$ cat src/rtl/vga_fifo_fill_ctrl_if.sv
// Wishbone burst-read bus between the VGA fetch
// sequencer (master) and video memory (slave).
interface vga_fifo_fill_ctrl_if;
  logic        wb_cyc_o;
  logic        wb_stb_o;
  logic [31:0] wb_adr_o;
  logic [2:0]  wb_cti_o;
  logic [1:0]  wb_bte_o;
  logic        wb_ack_i;
  logic        wb_err_i;
  logic [31:0] wb_dat_i;

  modport master (
    output wb_cyc_o,
    output wb_stb_o,
    output wb_adr_o,
    output wb_cti_o,
    output wb_bte_o,
    input  wb_ack_i,
    input  wb_err_i,
    input  wb_dat_i
  );

  modport slave (
    input  wb_cyc_o,
    input  wb_stb_o,
    input  wb_adr_o,
    input  wb_cti_o,
    input  wb_bte_o,
    output wb_ack_i,
    output wb_err_i,
    output wb_dat_i
  );
endinterface

$ cat src/rtl/vga_fifo_fill_ctrl.sv
// VGA pixel FIFO fill sequencer: Wishbone burst
// reads of frame memory into the FIFO write port.
module vga_fifo_fill_ctrl #(
  parameter int AWIDTH = 7,
  parameter int BURST  = 8
) (
  input  logic                clk,
  input  logic                aclr,
  input  logic                ctrl_en,
  input  logic                frame_start,
  input  logic [31:0]         vbase,
  input  logic [23:0]         vsize,
  input  logic                fifo_hfull,
  output logic                fifo_sclr,
  output logic                fifo_wreq,
  output logic [31:0]         fifo_d,
  vga_fifo_fill_ctrl_if.master wb,
  output logic                busy,
  output logic                err
);

  localparam int BW   = $clog2(BURST + 1);
  localparam int HALF = 2 ** (AWIDTH - 1);

  // A burst must fit in the FIFO headroom above half-full.
  if (BURST < 1 || BURST > HALF - 1) begin : g_bad_burst
    $error("BURST outside 1 .. 2^(AWIDTH-1)-1");
  end

  typedef enum logic [2:0] {
    S_IDLE,
    S_CLEAR,
    S_WAIT,
    S_BURST,
    S_ERROR
  } state_t;

  state_t          state;
  state_t          state_n;
  logic [29:0]     addr;
  logic [29:0]     addr_n;
  logic [23:0]     remain;
  logic [23:0]     remain_n;
  logic [BW-1:0]   beats;
  logic [BW-1:0]   beats_n;
  logic            pend;
  logic            pend_n;
  logic            err_n;
  logic            wr_n;
  logic            fs_en;
  logic            unused_ok;

  assign fs_en     = frame_start & ctrl_en;
  assign unused_ok = ^vbase[1:0];
  assign wb.wb_bte_o = 2'b00;

  // State register.
  always_ff @(posedge clk or negedge aclr) begin
    if (!aclr) state <= S_IDLE;
    else       state <= state_n;
  end

  // Next state, counters and write strobe.
  always_comb begin
    state_n  = state;
    addr_n   = addr;
    remain_n = remain;
    beats_n  = beats;
    pend_n   = pend;
    err_n    = err;
    wr_n     = 1'b0;
    unique case (state)
      S_IDLE: begin
        if (fs_en) state_n = S_CLEAR;
      end
      S_CLEAR: begin
        addr_n   = vbase[31:2];
        remain_n = vsize;
        err_n    = 1'b0;
        pend_n   = 1'b0;
        state_n  = (vsize == 24'd0) ? S_IDLE : S_WAIT;
      end
      S_WAIT: begin
        if (!ctrl_en) begin
          state_n = S_IDLE;
        end else if (frame_start) begin
          state_n = S_CLEAR;
        end else if (!fifo_hfull) begin
          state_n = S_BURST;
          if (remain < 24'(BURST)) beats_n = BW'(remain);
          else                     beats_n = BW'(BURST);
        end
      end
      S_BURST: begin
        if (fs_en) pend_n = 1'b1;
        if (wb.wb_err_i) begin
          err_n   = 1'b1;
          pend_n  = 1'b0;
          state_n = S_ERROR;
        end else if (wb.wb_ack_i) begin
          addr_n   = addr + 30'd1;
          remain_n = remain - 24'd1;
          beats_n  = beats - BW'(1);
          wr_n     = 1'b1;
          if (beats == BW'(1)) begin
            pend_n = 1'b0;
            if (pend || fs_en)
              state_n = S_CLEAR;
            else if (!ctrl_en || remain_n == 24'd0)
              state_n = S_IDLE;
            else
              state_n = S_WAIT;
          end
        end
      end
      S_ERROR: begin
        if (fs_en) state_n = S_CLEAR;
      end
      default: state_n = S_IDLE;
    endcase
  end

  // Fetch address, remaining words, burst beats.
  always_ff @(posedge clk or negedge aclr) begin
    if (!aclr) begin
      addr   <= '0;
      remain <= '0;
      beats  <= '0;
      pend   <= 1'b0;
    end else begin
      addr   <= addr_n;
      remain <= remain_n;
      beats  <= beats_n;
      pend   <= pend_n;
    end
  end

  // Registered bus, FIFO and status outputs.
  always_ff @(posedge clk or negedge aclr) begin
    if (!aclr) begin
      wb.wb_cyc_o <= 1'b0;
      wb.wb_stb_o <= 1'b0;
      wb.wb_adr_o <= '0;
      wb.wb_cti_o <= 3'b000;
      fifo_sclr   <= 1'b0;
      fifo_wreq   <= 1'b0;
      fifo_d      <= '0;
      busy        <= 1'b0;
      err         <= 1'b0;
    end else begin
      wb.wb_cyc_o <= (state_n == S_BURST);
      wb.wb_stb_o <= (state_n == S_BURST);
      wb.wb_adr_o <= {addr_n, 2'b00};
      if (state_n != S_BURST)
        wb.wb_cti_o <= 3'b000;
      else if (beats_n == BW'(1))
        wb.wb_cti_o <= 3'b111;
      else
        wb.wb_cti_o <= 3'b010;
      fifo_sclr <= (state_n == S_CLEAR);
      fifo_wreq <= wr_n;
      if (wr_n) fifo_d <= wb.wb_dat_i;
      busy <= (state_n != S_IDLE) && (state_n != S_ERROR);
      err  <= err_n;
    end
  end

endmodule

$ cat src/flat_wrapper.sv
// flat-port wrapper written by rule: the top's interface ports become plain ports
module vga_fifo_fill_ctrl_flat 
#(
  parameter int AWIDTH = 7,
  parameter int BURST  = 8
)
  (clk, aclr, ctrl_en, frame_start, vbase, vsize, fifo_hfull, fifo_sclr, fifo_wreq, fifo_d, busy, err, wb_wb_cyc_o, wb_wb_stb_o, wb_wb_adr_o, wb_wb_cti_o, wb_wb_bte_o, wb_wb_ack_i, wb_wb_err_i, wb_wb_dat_i);
  vga_fifo_fill_ctrl_if wb_i ();
  input  logic clk;
  input  logic aclr;
  input  logic ctrl_en;
  input  logic frame_start;
  input  logic [31:0] vbase;
  input  logic [23:0] vsize;
  input  logic fifo_hfull;
  output logic fifo_sclr;
  output logic fifo_wreq;
  output logic [31:0] fifo_d;
  output logic busy;
  output logic err;
  output wire logic [$bits(wb_i.wb_cyc_o)-1:0] wb_wb_cyc_o;
  output wire logic [$bits(wb_i.wb_stb_o)-1:0] wb_wb_stb_o;
  output wire logic [$bits(wb_i.wb_adr_o)-1:0] wb_wb_adr_o;
  output wire logic [$bits(wb_i.wb_cti_o)-1:0] wb_wb_cti_o;
  output wire logic [$bits(wb_i.wb_bte_o)-1:0] wb_wb_bte_o;
  input wire logic [$bits(wb_i.wb_ack_i)-1:0] wb_wb_ack_i;
  input wire logic [$bits(wb_i.wb_err_i)-1:0] wb_wb_err_i;
  input wire logic [$bits(wb_i.wb_dat_i)-1:0] wb_wb_dat_i;
  assign wb_wb_cyc_o = wb_i.wb_cyc_o;
  assign wb_wb_stb_o = wb_i.wb_stb_o;
  assign wb_wb_adr_o = wb_i.wb_adr_o;
  assign wb_wb_cti_o = wb_i.wb_cti_o;
  assign wb_wb_bte_o = wb_i.wb_bte_o;
  assign wb_i.wb_ack_i = wb_wb_ack_i;
  assign wb_i.wb_err_i = wb_wb_err_i;
  assign wb_i.wb_dat_i = wb_wb_dat_i;
  vga_fifo_fill_ctrl #(.AWIDTH(AWIDTH), .BURST(BURST)) u_core (.clk(clk), .aclr(aclr), .ctrl_en(ctrl_en), .frame_start(frame_start), .vbase(vbase), .vsize(vsize), .fifo_hfull(fifo_hfull), .fifo_sclr(fifo_sclr), .fifo_wreq(fifo_wreq), .fifo_d(fifo_d), .wb(wb_i), .busy(busy), .err(err));
endmodule
$ cat config.mk
export PLATFORM = sky130hd
export DESIGN_NAME = vga_fifo_fill_ctrl_flat
export DESIGN_NICKNAME = d
export VERILOG_FILES = /design/src/rtl/vga_fifo_fill_ctrl_if.sv /design/src/rtl/vga_fifo_fill_ctrl.sv /design/src/flat_wrapper.sv
export SDC_FILE = /design/constraint.sdc
export NUM_CORES = 1
export LEC_CHECK = 0
export CAP_MARGIN = 40
export CORE_ASPECT_RATIO = 0.75
export CORE_MARGIN = 2
export CORE_UTILIZATION = 48
export CTS_BUF_LIST = sky130_fd_sc_hd__clkbuf_16
export CTS_CLUSTER_SIZE = 24
export DETAILED_ROUTE_END_ITERATION = 16
export PLACE_DENSITY_LB_ADDON = 0.25
export SKIP_LAST_GASP = 1
export SYNTH_ARGS = -nofsm -noshare
export SYNTH_HDL_FRONTEND = slang
export SYNTH_SLANG_ARGS = --single-unit
$ cat constraint.sdc
create_clock -name clk -period 2.8 [get_ports clk]
set_clock_uncertainty 0.05 [all_clocks]
set_input_delay 0.28 -clock clk [delete_from_list [all_inputs] [get_ports clk]]
set_output_delay 0.28 -clock clk [all_outputs]
set_load 0.005 [all_outputs]
==> summary.txt <==
CTS
  • Clk slew on worst S/H paths: 0.07 ns
  • CTS root buf: clkbuf_16
  • TritonCTS clock tree: built
  • Htree depth: 3
  • Clock Tree Buf Depth: 2
  • Total CTS buffers: 9
  • Post_cts resized: 0
  • Clk_lat worst skew: 0.34 ns
  • Clock sink count: 100
  • Setup Buffers After CTS: 0

GRT
  • Number of global-route vias before repair: 5142
  • Antenna violations before repair: 0
  • GR Util All Layers: 26.2%
  • Gr ovfl total: 0
  • Global-route wire length before repair: approximately 27000 um
  • Largest net degree at the start of global routing: 87

STA
  • Max-slew violation total from the final report: 0
  • RSZ-0062 raised after global routing: false
  • Final Critical Period: 2.63 ns
  • Pin slew with the least headroom to its limit: approximately 0.66 ns
  • Final hold vios: 0
  • Setup violations, final: 0
  • Final worst-path cycle share: 93.9%
  • Setup TNS: 0 ns
  • F_max: 380 MHz
  • Slew HR: between 50% and 60%
  • Hold Slack: about 0.43 ns

Routing
  • DRT iter0 DRCs: 521
  • DRT Wirelength: 16500 um
  • Vias: 5633
  • DRT Pass-1 Iters: 5
  • # DRC: 0
  • Detail Route Antenna Nets: 0
  • Vias per inst: 5.92
  • WL/cell: 17.3 um

Floorplanning
  • Die width: 129 um
  • Rows: 34
  • Chip height: slightly below 100 um
  • Die area: 0.0127 mm2
  • CORE AREA: 0.0116 mm2
  • Top-level I/O count: 170
  • Initial Util: 49.0%

Synth
  • FFs w/ async S/R, synth: 100%
  • Seq cells post-synth: 100
  • XOR/XNOR Fraction of Synth Area: less than 1%
  • Largest family of logic cells by synthesized area: compound AO/OA/AOI/OAI gates
  • Sequential cell area fraction in the yosys report: approximately 44%
  • Multiplexer share of the synthesized area: 6.91%
  • Post-Synth Adder-Cell Area: 1.10%
  • Post-Synth Simple-Gate Area: 20.4%
  • Cells after Synth: 637
  • Mapped Avg Cell Area: 8.89 um2
  • Post-Syn Area: ~0.0057 mm2
  • Netlist cell types: 64
  • Post-synth EDFFs: 0
  • Compound-Gate Fraction of Synth Area: 22.2%
  • Most used DFF post-synth: dfrtp_1
  • YS warnings: 0

Cells and area
  • # diodes: 0
  • Ratio of cells with drive above 1 in the final layout: a little over a tenth
  • Net count, final: ~880
  • Fill cell count: 956
  • Synth-to-Final Area Change: 37.8%

Critical path
  • Crit Path Max Fanout: 6
  • CP Capture Type: flop
  • FF-to-FF path depth: 6
  • Critical path launch point type: flop
  • Required @ worst endpoint: approximately 3 ns
  • Critical path class: reg2reg
  • Worst Path Arrival: 2.83 ns

Flow run
  • Max-cap violation count: 0

Worst hold path
  • Worst hold path type: in2reg
  • Hold path cells: 3

Power
  • PwrDens: around 900 mW/mm2
  • Max IR drop VDD: 0.485 mV
  • Leak: 0.00300 uW
  • Total power: around 7000 uW

Placement
  • Number of buffers added on ports: 163
  • Final GP Congestion: 0.903
  • Post-detail-place hpwl: ~12000 um

Outcome
  • Status: complete, no violations
## routing by layer
layer | vias up | part of all wire (%) | global-route usage [%]
met3 | 7 | 8.5 | 4.60
met2 | 261 | 44 | 39.6
met1 | 2701 | 47 | 40.6
met5 | - | 0 | 0
met4 | 0 | 0.52 | 3.72
li1 | 2664 | - | -
## path summary, 6_finish.rpt
| check | from | end | slack, ns |
|---|---|---|---|
| worst max-delay path | u_core.remain[18]$_DFFE_PN0P_ | u_core.wb.wb_cti_o[0]$_DFF_PN0_ | 0.17 |
| worst min-delay path | vbase[2] | u_core.wb.wb_adr_o[2]$_DFFE_PN0P_ | 0.43 |
| worst max register to register | u_core.remain[18]$_DFFE_PN0P_ | u_core.wb.wb_cti_o[0]$_DFF_PN0_ | 0.17 |
| worst min register to register | u_core.fifo_d[6]$_DFFE_PN0P_ | u_core.fifo_d[6]$_DFFE_PN0P_ | 0.46 |
| max in group asynchronous | aclr | u_core.wb.wb_adr_o[11]$_DFFE_PN0P_ | 1.53 |
| min in group asynchronous | aclr | u_core.wb.wb_cti_o[1]$_DFF_PN0_ | 0.46 |
## sequential cells by signal, summed over array words and instances, names as in the netlist
register,cells
u_core.fifo_sclr,1
u_core.remain,24
u_core.beats,4
u_core.fifo_wreq,1
u_core.fifo_d,32
u_core.state,3
u_core.wb.wb_adr_o,30
u_core.err,1
u_core.busy,1
u_core.wb.wb_cti_o,2
u_core.pend,1
## worst max-delay path, cell delays in order (launching register included)
cell and delay (ns):
dfrtp_1 0.44, or4_4 0.58, or4_4 0.45, nor4_1 0.50, o211ai_1 0.14, o211a_1 0.17, nor4_2 0.23
## metrics by stage
stage | util, % | instance area (um2) | setup slack [ns] | cells
2_1_floorplan | - | 5680 | 0.401 | 640
3_3_place_gp | 64.8 | 7500 | 0.226 | 934
3_5_place_dp | 64.8 | 7500 | 0.217 | 934
4_1_cts | 67.4 | 7800 | 0.206 | 951
5_1_grt | 67.4 | 7800 | 0.0159 | 951
6_report | 67.4 | 7800 | 0.171 | 951
## cell usage in the layout, fill, tap and decap left out, types with 8 or more instances in the layout
master	synthesis	final
buf_4	7	15
nor3_1	15	15
a21oi_1	75	74
o22ai_1	15	15
clkdlybuf4s50_1	0	162
nand4_1	17	17
nand2_1	58	58
nor4_1	19	19
dfrtp_1	100	100
nor2_1	58	57
nand3_1	17	16
o21ai_0	49	49
mux2_2	33	33
clkbuf_16	0	9
a31oi_1	8	8
inv_1	16	16
## power breakdown
part           switching, uW  internal [uW]  total (uW)
registers                758           2100        2860
clock network            590            625        1210
logic                   1280           1660        2940
total                   2630           4390        7020
## what timing repair did
item | 4_1_cts | 5_1_grt
endpoints found under the setup margin | 0 | 0
hold endpoints to repair | 46 | 0
hold buffers | 1 | 0
## cells by family (layout without fill, tap and decap cells)
| group | after synthesis | after routing |
|---|---|---|
| AND/OR/NAND/NOR | 225 | 225 |
| flip-flops | 100 | 100 |
| AO/OA/AOI/OAI | 205 | 205 |
| XOR/XNOR | 1 | 1 |
| adder cells (fa/ha/maj) | 5 | 5 |
| multiplexers | 35 | 35 |
| buffers and inverters | 65 | 214 |
| other | 1 | 4 |
## cell usage after synthesis, types with 3 or more instances
| master | instances | area share [%] |
|---|---|---|
| buf_4 | 7 | 0.93 |
| mux2_2 | 33 | 6.6 |
| o22a_1 | 5 | 0.77 |
| or4_4 | 3 | 0.60 |
| o22ai_1 | 15 | 1.7 |
| a32oi_1 | 4 | 0.62 |
| dfrtp_1 | 100 | 44 |
| ha_1 | 5 | 1.1 |
| nand4_1 | 17 | 1.9 |
| buf_1 | 6 | 0.40 |
| a2bb2oi_1 | 6 | 0.93 |
| o31a_1 | 3 | 0.46 |
| o2bb2ai_1 | 4 | 0.62 |
| nand2b_1 | 7 | 0.77 |
| nor3b_1 | 3 | 0.40 |
| a22oi_1 | 7 | 0.93 |
| or3_1 | 4 | 0.44 |
| o21ai_0 | 49 | 4.3 |
| nor2_1 | 58 | 3.8 |
| a41o_1 | 3 | 0.53 |
| nand3_1 | 17 | 1.5 |
| nor4_1 | 19 | 2.1 |
| a21o_1 | 3 | 0.40 |
| nor2b_1 | 3 | 0.33 |
| and3_1 | 4 | 0.44 |
| nor3_1 | 15 | 1.3 |
| o31ai_1 | 4 | 0.53 |
| nand2_1 | 58 | 3.8 |
| a21oi_1 | 75 | 6.6 |
| a31oi_1 | 8 | 0.88 |
| inv_1 | 16 | 1.1 |
| clkbuf_1 | 33 | 2.2 |
## final cells by class
type / instances / area [um2] / share of cell area, %
multi-input cells: 475 / 2920 / 37.4
flip-flops and latches: 100 / 2500 / 32.1
repair buffers: 182 / 1820 / 23.4
clock buffers: 9 / 225 / 2.89
well taps: 162 / 203 / 2.60
clock inverters: 7 / 70.1 / 0.898
inverters: 16 / 60.1 / 0.770
(Power assumes the default switching activity.)
